--- config.mk ---
export PLATFORM = sky130hd
export DESIGN_NAME = stream_fifo_regs_1clk
export DESIGN_NICKNAME = d
export VERILOG_FILES = /design/src/rtl/stream_fifo_regs_1clk.sv
export SDC_FILE = /design/constraint.sdc
export NUM_CORES = 1
export LEC_CHECK = 0
export CAP_MARGIN = 10
export CORE_ASPECT_RATIO = 0.8
export CORE_UTILIZATION = 50
export CTS_BUF_LIST = sky130_fd_sc_hd__clkbuf_8
export DETAILED_ROUTE_END_ITERATION = 6
export GPL_ROUTABILITY_DRIVEN = 0
export PLACE_DENSITY = 0.75
export REMOVE_ABC_BUFFERS = 1
export SLEW_MARGIN = 40
export SYNTH_ARGS = -nofsm -noshare
export SYNTH_HDL_FRONTEND = slang
export SYNTH_SLANG_ARGS = --single-unit
--- constraint.sdc ---
create_clock -name i_clk -period 5.3 [get_ports i_clk]
set_input_delay 1.325 -clock i_clk [delete_from_list [all_inputs] [get_ports i_clk]]
set_output_delay 1.325 -clock i_clk [all_outputs]
set_load 0.02 [all_outputs]
--- src/rtl/stream_fifo_regs_1clk.sv ---
// stream_fifo_regs_1clk
//
// Single-clock streaming FIFO built from a flip-flop register array. The head
// word is driven combinationally from the storage, so there is no read latency.
// There is no fall-through path: a word pushed at edge N first appears at the
// output after edge N.
//
// Ports:
//   i_clk         clock; all state updates happen on the rising edge
//   i_rst         synchronous, active-high reset; overrides push and pop
//   i_din_valid   producer has a word on i_din_data
//   o_din_ready   FIFO can accept a word (not full)
//   i_din_data    write data
//   o_dout_valid  FIFO holds at least one word (not empty)
//   i_dout_ready  consumer takes the head word this cycle
//   o_dout_data   head word (oldest entry); don't-care while empty
//   o_used        current occupancy, 0..Depth
module stream_fifo_regs_1clk #(
  parameter int unsigned Width = 8,
  parameter int unsigned Depth = 4
) (
  input  logic                       i_clk,
  input  logic                       i_rst,
  input  logic                       i_din_valid,
  output logic                       o_din_ready,
  input  logic [Width-1:0]           i_din_data,
  output logic                       o_dout_valid,
  input  logic                       i_dout_ready,
  output logic [Width-1:0]           o_dout_data,
  output logic [$clog2(Depth+1)-1:0] o_used
);

  localparam int unsigned PtrW = (Depth > 1) ? $clog2(Depth) : 1;
  localparam int unsigned CntW = $clog2(Depth + 1);

  localparam logic [PtrW-1:0] LastPtr  = PtrW'(Depth - 1);
  localparam logic [CntW-1:0] FullCnt  = CntW'(Depth);

  logic [Width-1:0] r_mem [Depth];
  logic [PtrW-1:0]  r_rd_ptr;
  logic [PtrW-1:0]  r_wr_ptr;
  logic [CntW-1:0]  r_count;

  logic             w_push;
  logic             w_pop;
  logic [PtrW-1:0]  w_rd_ptr_nxt;
  logic [PtrW-1:0]  w_wr_ptr_nxt;
  logic [CntW-1:0]  w_count_nxt;

  // Flags come only from the registered count, which keeps din_ready
  // independent of dout_ready and dout_valid independent of din_valid.
  assign o_din_ready  = (r_count != FullCnt);
  assign o_dout_valid = (r_count != '0);
  assign o_used       = r_count;
  assign o_dout_data  = r_mem[r_rd_ptr];

  assign w_push = i_din_valid & o_din_ready;
  assign w_pop  = i_dout_ready & o_dout_valid;

  always_comb begin
    w_rd_ptr_nxt = r_rd_ptr;
    w_wr_ptr_nxt = r_wr_ptr;
    w_count_nxt  = r_count;

    // Explicit wrap compare so non-power-of-two depths work.
    if (w_pop) begin
      w_rd_ptr_nxt = (r_rd_ptr == LastPtr) ? '0 : r_rd_ptr + 1'b1;
    end
    if (w_push) begin
      w_wr_ptr_nxt = (r_wr_ptr == LastPtr) ? '0 : r_wr_ptr + 1'b1;
    end

    unique case ({w_push, w_pop})
      2'b10:   w_count_nxt = r_count + 1'b1;
      2'b01:   w_count_nxt = r_count - 1'b1;
      default: w_count_nxt = r_count;
    endcase
  end

  always_ff @(posedge i_clk) begin
    if (i_rst) begin
      r_rd_ptr <= '0;
      r_wr_ptr <= '0;
      r_count  <= '0;
    end else begin
      r_rd_ptr <= w_rd_ptr_nxt;
      r_wr_ptr <= w_wr_ptr_nxt;
      r_count  <= w_count_nxt;
    end
  end

  // Storage is not reset; stale contents are unreachable once the pointers clear.
  always_ff @(posedge i_clk) begin
    if (!i_rst && w_push) begin
      r_mem[r_wr_ptr] <= i_din_data;
    end
  end

endmodule

Word level (Yosys, flattened, before mapping)
Memories as Yosys holds them, arrays and structs flattened. A register that Yosys moved wholly into a read port is not among the register bits.
Cells that the tools add are included.
W data, S select, Z words.
{ "op_classes": {"addsub": 4, "n_eq_ne": 5, "n_mux": 7, "bitwise_logic": 2, "n_reduce_logical": 4} }
{ "ops": {"columns": ["cell", "n"], "rows": [
  ["$mux W2", 4],
  ["$eq A2 B2 Y1 const B", 3],
  ["$pmux W3 S2", 1],
  ["$add A2 B1 Y2 const B", 2],
  ["$add A3 B1 Y3 const B", 1],
  ["$ne A3 B3 Y1 const B", 1],
  ["$reduce_bool A3 Y1", 1],
  ["$sub A3 B1 Y3 const B", 1],
  ["$and A1 B1 Y1", 2],
  ["$eq A2 B1 Y1 const B", 1],
  ["$mux W1", 2],
  ["$reduce_bool A2 Y1", 1],
  ["$logic_and A1 B1 Y1", 1],
  ["$logic_not A1 Y1", 1]
]} }
{ "totals": {"register_bits": 7, "ram_bits": 32, "mem_count": 1} }
{ "memory_table": {"columns": ["name", "words", "width", "read_ports", "rd_clocked_by_memory_dff", "wr", "line", "text"], "rows": [
  ["r_mem", 4, 8, 1, 1, 1, "39", "logic [Width-1:0] r_mem [Depth];"]
]} }

Depth between registers and ports, before layout
{ "logic_depth": {"depth_word": 5, "depth_mapped": 8, "depth_no_buf": 8} }

Worst setup path before layout
Ideal clock, no wire load.
{ "synth_path": {"kind": "input-to-reg", "from": "input port i_dout_ready", "to": "register r_count[2], in the netlist o_used[2]", "arrival_time_ns": 2.634, "required_time_ns": 5.229, "setup_slack_ns": 2.595, "path_stages": 8, "n_path_buf": 0, "path_cell_list": "o31ai_1 inv_1 ha_1 inv_1 fa_1 xor2_1 or3_1 a21oi_1"} }
{ "synth_via": {"elab_chain_len": 3, "word_cells_on_any_way": 5, "cone_classes": "eq/ne (2); mux (1); bitwise (1); reduce/logical (1)"} }
{ "synth_rtl": {"columns": ["element", "line", "text"], "rows": [
  ["from (decl)", "28", "input logic i_dout_ready,"],
  ["$and A1 B1 Y1 (*)", "58", "assign w_pop = i_dout_ready & o_dout_valid;"],
  ["via w_pop", "45", "logic w_pop;"],
  ["$eq A2 B1 Y1 / $eq A2 B2 Y1 (equally long branches)", "73", "unique case ({w_push, w_pop})"],
  ["$pmux W3 S2 / $reduce_bool A2 Y1 (equally long branches)", null, null],
  ["to (signal assigned)", "88", "r_count <= w_count_nxt;"],
  ["to (decl)", "42", "logic [CntW-1:0] r_count;"]
]} }
Mark *: on every way through the listed nets, which the timed path passes. The rest lies on a longest branch.
A chain may end at the register's enable or synchronous reset.

==> run metrics <==
warnings from Yosys 0; grt ovf 0; Initial Utilization 0.5282; leakage power 0.7177 nW; CP peak stage delay 650 ps; crit path max fanout 8; actual slew at the worst max-slew pin 656.7 ps; max-cap violation count 0; die height 53.25 microns; first-pass GRT wire length 4.153 mm; Register-to-Register Path Depth 8; TritonCTS clock tree yes; XOR/XNOR Fraction of Synth Area 0.01067; HP Class reg2reg; Yosys top cell by area edfxtp_1; CTS root buf clkbuf_8; Yosys top cell area share 0.5854; critical path depth in cells 2; endpoints failing setup 0; fin. max-slew vios 0; per-cell routed wire length 15.66 microns; Avg Cell Area, Syn 17.65 sq um; antenna-violating nets left 0; IR drop worst, VDD 0.2395 mV; library cells used by synthesis 24; Buf/Inv on CP 1; Setup TNS Final 0 ps; Post-synth EDFFs 32; PostCTS Resize Cnt 0; RSZ-0062 raised after global routing no; Layout area overhead 25.08%; cell with the most instances after synthesis edfxtp_1; Startpoint Class flop; main combinational cell family by area after synthesis multiplexers; I/O pins 25; Yosys reg bits 41; status complete, no violations; number of global-route vias before repair 845; 1st-iter DRT viols 26; Worst slew margin 0.5603; Core Area 0.003108 sq mm; overall global routing resource usage 0.1797; vias 860; detailed placement HPWL 1.931 mm; clock slew at reported path FFs 70 ps; Synth Flop Type edfxtp_1; CP Cell Sequence mux4_2 > clkdlybuf4s50_1; worst setup margin 1914 ps; clock latency on the worst-skew pair 280 ps; Worst path slowest cell dfxtp_1; NumNets Final 143; register area share after synthesis 0.6951; Total Power 0.0009309 W; Clock Sinks 41; Die W 66.06 microns; # rows 18; CTS max path bufs 2; largest net degree at the start of global routing 14; adder-cell share of the synthesized area 0.05793; ant diodes 0; CP arrival 2060 ps; Post-CTS Setup Inserts 0; Via-to-Cell Ratio 5.212; commonest cells in the netlist edfxtp_1, dfxtp_1, mux4_2; Final Cycle Share 0.6389; first-pass iteration count of the detailed router 4; antenna violations before repair 0; port bufs 24; share of synthesized area spent on multiplexers 0.1288; Mapped Area 0.001642 sq mm; cell family contributing the most delay on the critical path flip-flops; Simple-Gate Fraction of Synth Area 0.06936; H-tree depth 2; total CTS buffers 5; hold buffers post-CTS 0; DIE AREA 0.003518 sq mm; layout cells sized above 1 0.1760; WL final 2.584 mm; CP Capture Type output port; drc violations 0; Synth area leaders edfxtp_1, dfxtp_1, mux4_2; Async S/R FF share, synth 0; Critical Path RT 3970 ps; compound-gate portion of the synthesized area 0.01677; class of the most critical setup path reg2out; Hold Vio Cnt, Final 0; FMAX 295.3 MHz; PwrDens 453.4 mW/mm^2; post-layout min period 3386 ps; Mapped Cells 93; Hold Path Depth 2; dpl ws 2005 ps; Final Skew 2.853 ps
area by class of cell:
| class | count | area [sq um] |
|---|---|---|
| Fill cell | 214 | 1055 |
| Sequential cell | 41 | 1141 |
| Clock buffer | 5 | 68.82 |
| Multi-Input combinational cell | 43 | 470.5 |
| Tap cell | 40 | 50.05 |
| Inverter | 6 | 22.52 |
| Timing Repair Buffer | 27 | 262.8 |
| Clock inverter | 3 | 37.54 |
per-layer routing:
| metal | part of all wire | global-route usage |
|---|---|---|
| met1 | 0.46 | 0.2315 |
| met2 | 0.48 | 0.2772 |
| met3 | 0.043 | 0.07112 |
| met4 | 0.0074 | 0.06383 |
| met5 | 0 | 0 |
final timing paths:
check               from             end  slack (ps)
max                 flop  o_dout_data[7]        1910
min          r_rd_ptr[0]            flop         510
max reg2reg    o_used[2]       o_used[2]        3030
min reg2reg  r_rd_ptr[0]            flop         510
stage by stage:
stage,util,hold WS (ps),std cells,instance area (sq um)
4_1_cts,0.6606,511.2,165,2053
6_report,0.6606,507.0,165,2053
3_5_place_dp,0.6264,495.8,157,1947
2_1_floorplan,-,455.8,90,1629
3_3_place_gp,0.6248,484.6,157,1942
5_1_grt,0.6606,569.3,165,2053
cell usage in the layout, fill, tap and decap left out:
cell and count:
or3b_4 1, nor3_1 1, o21ai_0 1, xor2_1 2, clkbuf_8 5, edfxtp_1 32
dfxtp_1 9, or3_2 2, inv_1 7, o31ai_1 1, buf_4 3, mux4_2 8
ha_1 6, nor2_1 5, clkdlybuf4s50_1 24, nor3b_2 1, nand2b_1 2, nand2_4 1
nand2_1 1, or3_1 1, mux2i_1 2, nor3b_1 3, bufinv_16 1, fa_1 1
clkinv_1 1, mux2_1 1, a21oi_1 3
logic make-up (layout without fill, tap and decap cells):
logic type / count (synthesis) / after routing
compound gates: 5 / 5
xor+xnor: 2 / 2
fa+ha+maj: 7 / 7
buf+inv: 9 / 41
flops: 41 / 41
mux: 11 / 11
simple gates: 18 / 18
where the power goes:
part / internal (W) / leakage (nW) / switching (W) / total, W
registers: 0.000381 / 0.364 / 0.0000386 / 0.000419
logic: 0.000149 / 0.296 / 0.000127 / 0.000276
clock network: 0.000137 / 0.0570 / 0.0000984 / 0.000235
worst min-delay path, delay by kind of cell, from the launching register on:
kind / cells / cell delay, ps
AOI/OAI and AO/OA: 1 / 70
and+or+nand+nor: 1 / 60
DFF: 1 / 330
sequential cells by signal, summed over array words and instances, names as in the netlist, named ones only:
name,flops
r_mem,32
o_used,3
r_rd_ptr,2
r_wr_ptr,2
(Power assumes the default switching activity.)
